--- src/rtl/sev_seg_reader.sv ---
// rtl/sev_seg_reader.sv - seven-segment display readback monitor
module sev_seg_reader #(
    parameter int DIGITS = 4,
    parameter int IDX_W  = 2,
    parameter int STABLE = 4
) (
    input  logic                  clk,
    input  logic                  rst_n,
    input  logic [6:0]            seg,
    input  logic [DIGITS-1:0]     dig_en,
    output logic [4*DIGITS-1:0]   bcd,
    output logic [DIGITS-1:0]     digit_valid,
    output logic                  upd,
    output logic [IDX_W-1:0]      upd_idx,
    output logic                  err,
    output logic [1:0]            err_code,
    output logic                  frame_done
);

    localparam int CNT_W = 4;
    localparam logic [6:0] SEG_BLANK = 7'b1111111;

    typedef enum logic [1:0] {IDLE, COUNT, HOLD} state_t;

    state_t state, state_n;

    logic [6:0]        seg_m, seg_s, seg_p;
    logic [DIGITS-1:0] en_m, en_s, en_p;
    logic [CNT_W-1:0]  cnt;
    logic              changed;
    logic              eval;
    logic              multi_hot;
    logic [IDX_W-1:0]  idx;
    logic              legal;
    logic [3:0]        value;

    // Returns {legal, value}; active-low segments A..G in bits 6..0.
    function automatic logic [4:0] seg_decode(input logic [6:0] s);
        case (s)
            7'b0000001: seg_decode = {1'b1, 4'd0};
            7'b1001111: seg_decode = {1'b1, 4'd1};
            7'b0010010: seg_decode = {1'b1, 4'd2};
            7'b0000110: seg_decode = {1'b1, 4'd3};
            7'b1001100: seg_decode = {1'b1, 4'd4};
            7'b0100100: seg_decode = {1'b1, 4'd5};
            7'b0100000: seg_decode = {1'b1, 4'd6};
            7'b0001111: seg_decode = {1'b1, 4'd7};
            7'b0000000: seg_decode = {1'b1, 4'd8};
            7'b0000100: seg_decode = {1'b1, 4'd9};
            default:    seg_decode = {1'b0, 4'd0};
        endcase
    endfunction

    // Previous-sample registers reset to the same values as the synchronisers
    // so that leaving reset with idle inputs is not seen as a change.
    always_ff @(posedge clk or negedge rst_n) begin
        if (!rst_n) begin
            seg_m <= SEG_BLANK;
            seg_s <= SEG_BLANK;
            seg_p <= SEG_BLANK;
            en_m  <= '0;
            en_s  <= '0;
            en_p  <= '0;
            cnt   <= '0;
        end else begin
            seg_m <= seg;
            seg_s <= seg_m;
            seg_p <= seg_s;
            en_m  <= dig_en;
            en_s  <= en_m;
            en_p  <= en_s;
            if (changed)
                cnt <= CNT_W'(1);
            else if (cnt < CNT_W'(STABLE))
                cnt <= cnt + CNT_W'(1);
        end
    end

    assign changed   = (seg_s != seg_p) || (en_s != en_p);
    assign multi_hot = (en_s & (en_s - DIGITS'(1))) != '0;
    assign {legal, value} = seg_decode(seg_s);

    always_comb begin
        idx = '0;
        for (int i = 0; i < DIGITS; i++)
            if (en_s[i])
                idx = IDX_W'(i);
    end

    always_ff @(posedge clk or negedge rst_n) begin
        if (!rst_n)
            state <= IDLE;
        else
            state <= state_n;
    end

    always_comb begin
        state_n = state;
        eval    = 1'b0;
        if (en_s == '0) begin
            state_n = IDLE;
        end else begin
            case (state)
                IDLE:  state_n = COUNT;
                COUNT: begin
                    if (!changed && cnt == CNT_W'(STABLE)) begin
                        eval    = 1'b1;
                        state_n = HOLD;
                    end
                end
                HOLD:  if (changed) state_n = COUNT;
                default: state_n = IDLE;
            endcase
        end
    end

    always_ff @(posedge clk or negedge rst_n) begin
        if (!rst_n) begin
            bcd         <= '0;
            digit_valid <= '0;
            upd         <= 1'b0;
            upd_idx     <= '0;
            err         <= 1'b0;
            err_code    <= 2'b00;
            frame_done  <= 1'b0;
        end else begin
            upd        <= 1'b0;
            err        <= 1'b0;
            frame_done <= 1'b0;
            if (eval) begin
                if (multi_hot) begin
                    err      <= 1'b1;
                    err_code <= 2'b10;
                end else if (legal) begin
                    bcd[4*idx +: 4]  <= value;
                    digit_valid[idx] <= 1'b1;
                    upd              <= 1'b1;
                    upd_idx          <= idx;
                    // en_s is one-hot here, so OR-ing it in includes this write.
                    frame_done <= (idx == IDX_W'(DIGITS - 1)) && (&(digit_valid | en_s));
                end else if (seg_s == SEG_BLANK) begin
                    digit_valid[idx] <= 1'b0;
                    upd              <= 1'b1;
                    upd_idx          <= idx;
                end else begin
                    err      <= 1'b1;
                    err_code <= 2'b01;
                end
            end
        end
    end

endmodule

--- config.mk ---
export PLATFORM = sky130hd
export DESIGN_NAME = sev_seg_reader
export DESIGN_NICKNAME = d
export VERILOG_FILES = /design/src/rtl/sev_seg_reader.sv
export SDC_FILE = /design/constraint.sdc
export NUM_CORES = 1
export LEC_CHECK = 0
export CORE_MARGIN = 2
export CORE_UTILIZATION = 35
export DETAILED_ROUTE_END_ITERATION = 6
export PLACE_DENSITY = 0.66
export RECOVER_POWER = 50
export SYNTH_ARGS = -nofsm -noshare
export SYNTH_HDL_FRONTEND = slang
export SYNTH_SLANG_ARGS = --single-unit
--- constraint.sdc ---
create_clock -name clk -period 2.7 [get_ports clk]
set_input_delay 0.54 -clock clk [delete_from_list [all_inputs] [get_ports clk]]
set_output_delay 0.54 -clock clk [all_outputs]
set_load 0.02 [all_outputs]
==> run metrics <==
clock-pin slew reported for the worst setup and hold paths after clock tree synthesis=approximately 0.070 ns; drt first-iter violations=106; # diodes=0; number of max-capacitance violations reported=1; cell type with the highest occurrence count on the critical path=sky130_fd_sc_hd__or4_4; PortBufs=39; Static Leak=roughly 1.5 nW; largest stage delay on the critical path=approximately 0.66 ns; kind of launch point of the worst setup path=register; # hold bufs at CTS=0; Syn Inst Count=242; Final ANT Viol Nets=0; worst path cell trace=xor2_2, or4_4, or4_4, or4b_4, a21o_1; area growth from synthesis to layout=28.2%; number of endpoints failing setup at the final stage=0; initial antenna violation count=0; maximum number of pins on one net before global-route repair=36; net count after synthesis=between 200 and 300; register-to-register setup slack=0.05 ns; ratio of total power to cell area=532 mW/mm^2; total DRC errors in the routed layout=0; worst path required time=2.92 ns; Placeable Area=between 0.008 and 0.009 sq mm; slowest library cell on the worst path=sky130_fd_sc_hd__or4_4; weighted congestion at the end of routability-driven global placement=0.809; post-DP HPWL=4140 microns; failing checks=max-capacitance violations, max-slew violations; routed via count=2019; wire length of the first global-routing pass=~9500 microns; hold violation total from the final report=0; Vert. Die Dim=approximately 95 microns; result of the run=finished, violations left; Final nets=about 320; peak ir drop on the vdd network=between 0.0002 and 0.0003 V; Worst EP arrival=about 2.9 ns; GR Util All Layers=between 10% and 20%; post-route design area=around 0.0037 sq mm; post-route clock period utilization=between 90% and 100%; Synth Cell Area=0.00292 sq mm; CTS Root Buffer Type=sky130_fd_sc_hd__clkbuf_8; worst min-delay path category=reg2reg; row count=33; post-synthesis register bit count=66; most frequent standard cell in the layout excluding fill and tap cells=sky130_fd_sc_hd__dfrtp_1; vias in the first global route=between 1500 and 2000; length in cells of the worst reg-to-reg path=5; Critical R2R Launch=seg_s[5]; final WL=5800 microns; IO Count=40; Placed Area=~0.0035 sq mm; number of iterations in the first detailed-routing pass=4; Synth warnings=0; final max-slew violation count=33; unrepaired setup endpoints after global routing=yes; final core utilization=between 40% and 50%; commonest cells after routing, fill and taps aside=sky130_fd_sc_hd__dfrtp_1, sky130_fd_sc_hd__clkdlybuf4s50_1, sky130_fd_sc_hd__dfstp_2; overflow left after global routing=0; clock sink total=66; TritonCTS clock tree=built; crit path max fanout=6; worst-case clock buffer depth=2; Die Area=0.00909 sq mm; share of flip-flops with an asynchronous set or reset=between 90% and 100%; Unique masters post-synth=48; number of H-tree branching levels=3; Worst setup endpoint=err_code[1]; post-DR wirelength/cell=14.0 microns; WHS=between 0.3 and 0.4 ns; die extent in x=approximately 95 microns; shortest clock period the worst path allows after layout=roughly 2.7 ns; kind of capture point of the worst setup path=register; number of buffers added by the clock tree synthesis step=9; Least-Margin Pin Slew=roughly 1.6 ns; Clock Skews=0.00812 ns; effective utilization at floorplan=a little over a third; Filler Cells Inserted=slightly above 700; vias per cell=slightly below 5; worst slew margin relative to its limit=-6.79%; beginning of the critical path=seg_s[5]; worst reg2reg endpoint=err_code[1]; Highest Clock Rate=around 380 MHz; synthesized area divided by synthesized cell count=between 10 and 15 sq um; Hold Path Depth=0; share of final-layout standard cells stronger than drive strength 1=25.2%; most used flip-flop cell after synthesis=sky130_fd_sc_hd__dfrtp_1; EDFF count, synth=0; share of the yosys chip area belonging to registers=between 50 and 60%; CP Class=reg2reg; later-pin clock latency in the skew report=0.33 ns
-- flip-flops by register name, indices dropped and copies added (netlist names), 2 cells and up, named ones only --
| register | flops |
|---|---|
| err_code | 2 |
| cnt | 4 |
| seg_p | 7 |
| en_s | 4 |
| en_p | 4 |
| bcd | 16 |
| en_m | 4 |
| seg_s | 7 |
| upd_idx | 2 |
| state | 2 |
| seg_m | 7 |
-- layout make-up --
class,instances,area [sq um],area share [%]
Tap cell,105,131,3.51
Multi-Input combinational cell,149,1140,30.5
Clock buffer,12,145,3.87
Timing Repair Buffer,60,532,14.2
Clock inverter,4,51.3,1.37
Inverter,18,67.6,1.80
Sequential cell,66,1680,44.8
-- worst max-delay path: cells and delay by family (launching register included) --
family,cells,cell delay (ns)
compound gates,1,0.18
xor+xnor,1,0.07
flops,1,0.56
simple gates,3,1.72
-- synthesized netlist by cell type (all sizes together), types with 7 or more instances --
cell type / instances / area, sq um
dfrtp: 45 / 1130
dfstp: 21 / 552
inv: 18 / 67.6
nand2: 17 / 63.8
nor2: 13 / 48.8
xor2: 11 / 96.3
mux2: 10 / 113
mux2i: 9 / 90.1
nand3: 7 / 35.0
nor4: 7 / 43.8
-- through the flow --
stage / TNS, ns / setup slack, ns / total power [mW] / std cells
2_1_floorplan: 0 / 0.0271 / 1.14 / 242
3_3_place_gp: 0 / 0.0540 / 1.20 / 394
3_5_place_dp: -0.00474 / -0.00427 / 1.20 / 394
4_1_cts: 0 / 0.00335 / 2.02 / 410
5_1_grt: -0.208 / -0.0374 / 2.10 / 414
6_report: 0 / 0.0489 / 1.99 / 414
-- power by group --
| part | internal, mW | switching [mW] |
|---|---|---|
| registers | 1.03 | 0.0153 |
| logic | 0.0550 | 0.0871 |
| clock network | 0.452 | 0.356 |
-- logic make-up after synthesis --
group                    count (synthesis)  synth area share, %
AND/OR/NAND/NOR                         79                 15.4
flip-flops                              66                 57.4
AO/OA/AOI/OAI                           30                 8.87
buffers and inverters                   28                 4.54
multiplexers                            19                 6.94
XOR/XNOR                                13                 3.90
adder cells (fa/ha/maj)                  7                 2.91
-- how the worst min path moves through the flow --
stage,start,endpoint,slack (ns)
after floorplan,rst_n,asynchronous set/reset pin,0.24
after global placement,en_m[3],en_s[3],0.33
after detailed placement,en_m[1],en_s[1],0.34
after CTS,rst_n,bcd[14],0.27
after global routing,en_m[1],en_s[1],0.36
final,seg_m[3],seg_s[3],0.35
-- metal layers --
layer | vias to the layer above | part of all wire (%) | global-route usage, %
met1 | 994 | 47 | 19.1
met5 | - | 0 | 0
met2 | 51 | 46 | 20.7
li1 | 965 | - | -
met3 | 9 | 5.5 | 4.51
met4 | 0 | 1.2 | 5.92
-- timing repair --
| action | in CTS | in global routing |
|---|---|---|
| pin swaps | 1 | 2 |
| setup endpoints to repair | 3 | 10 |
| resized for setup | 1 | 3 |
| endpoints found under the hold margin | 0 | 0 |
| gates cloned | 0 | 1 |
| buffers inserted | 0 | 3 |
(Power assumes the default switching activity.)
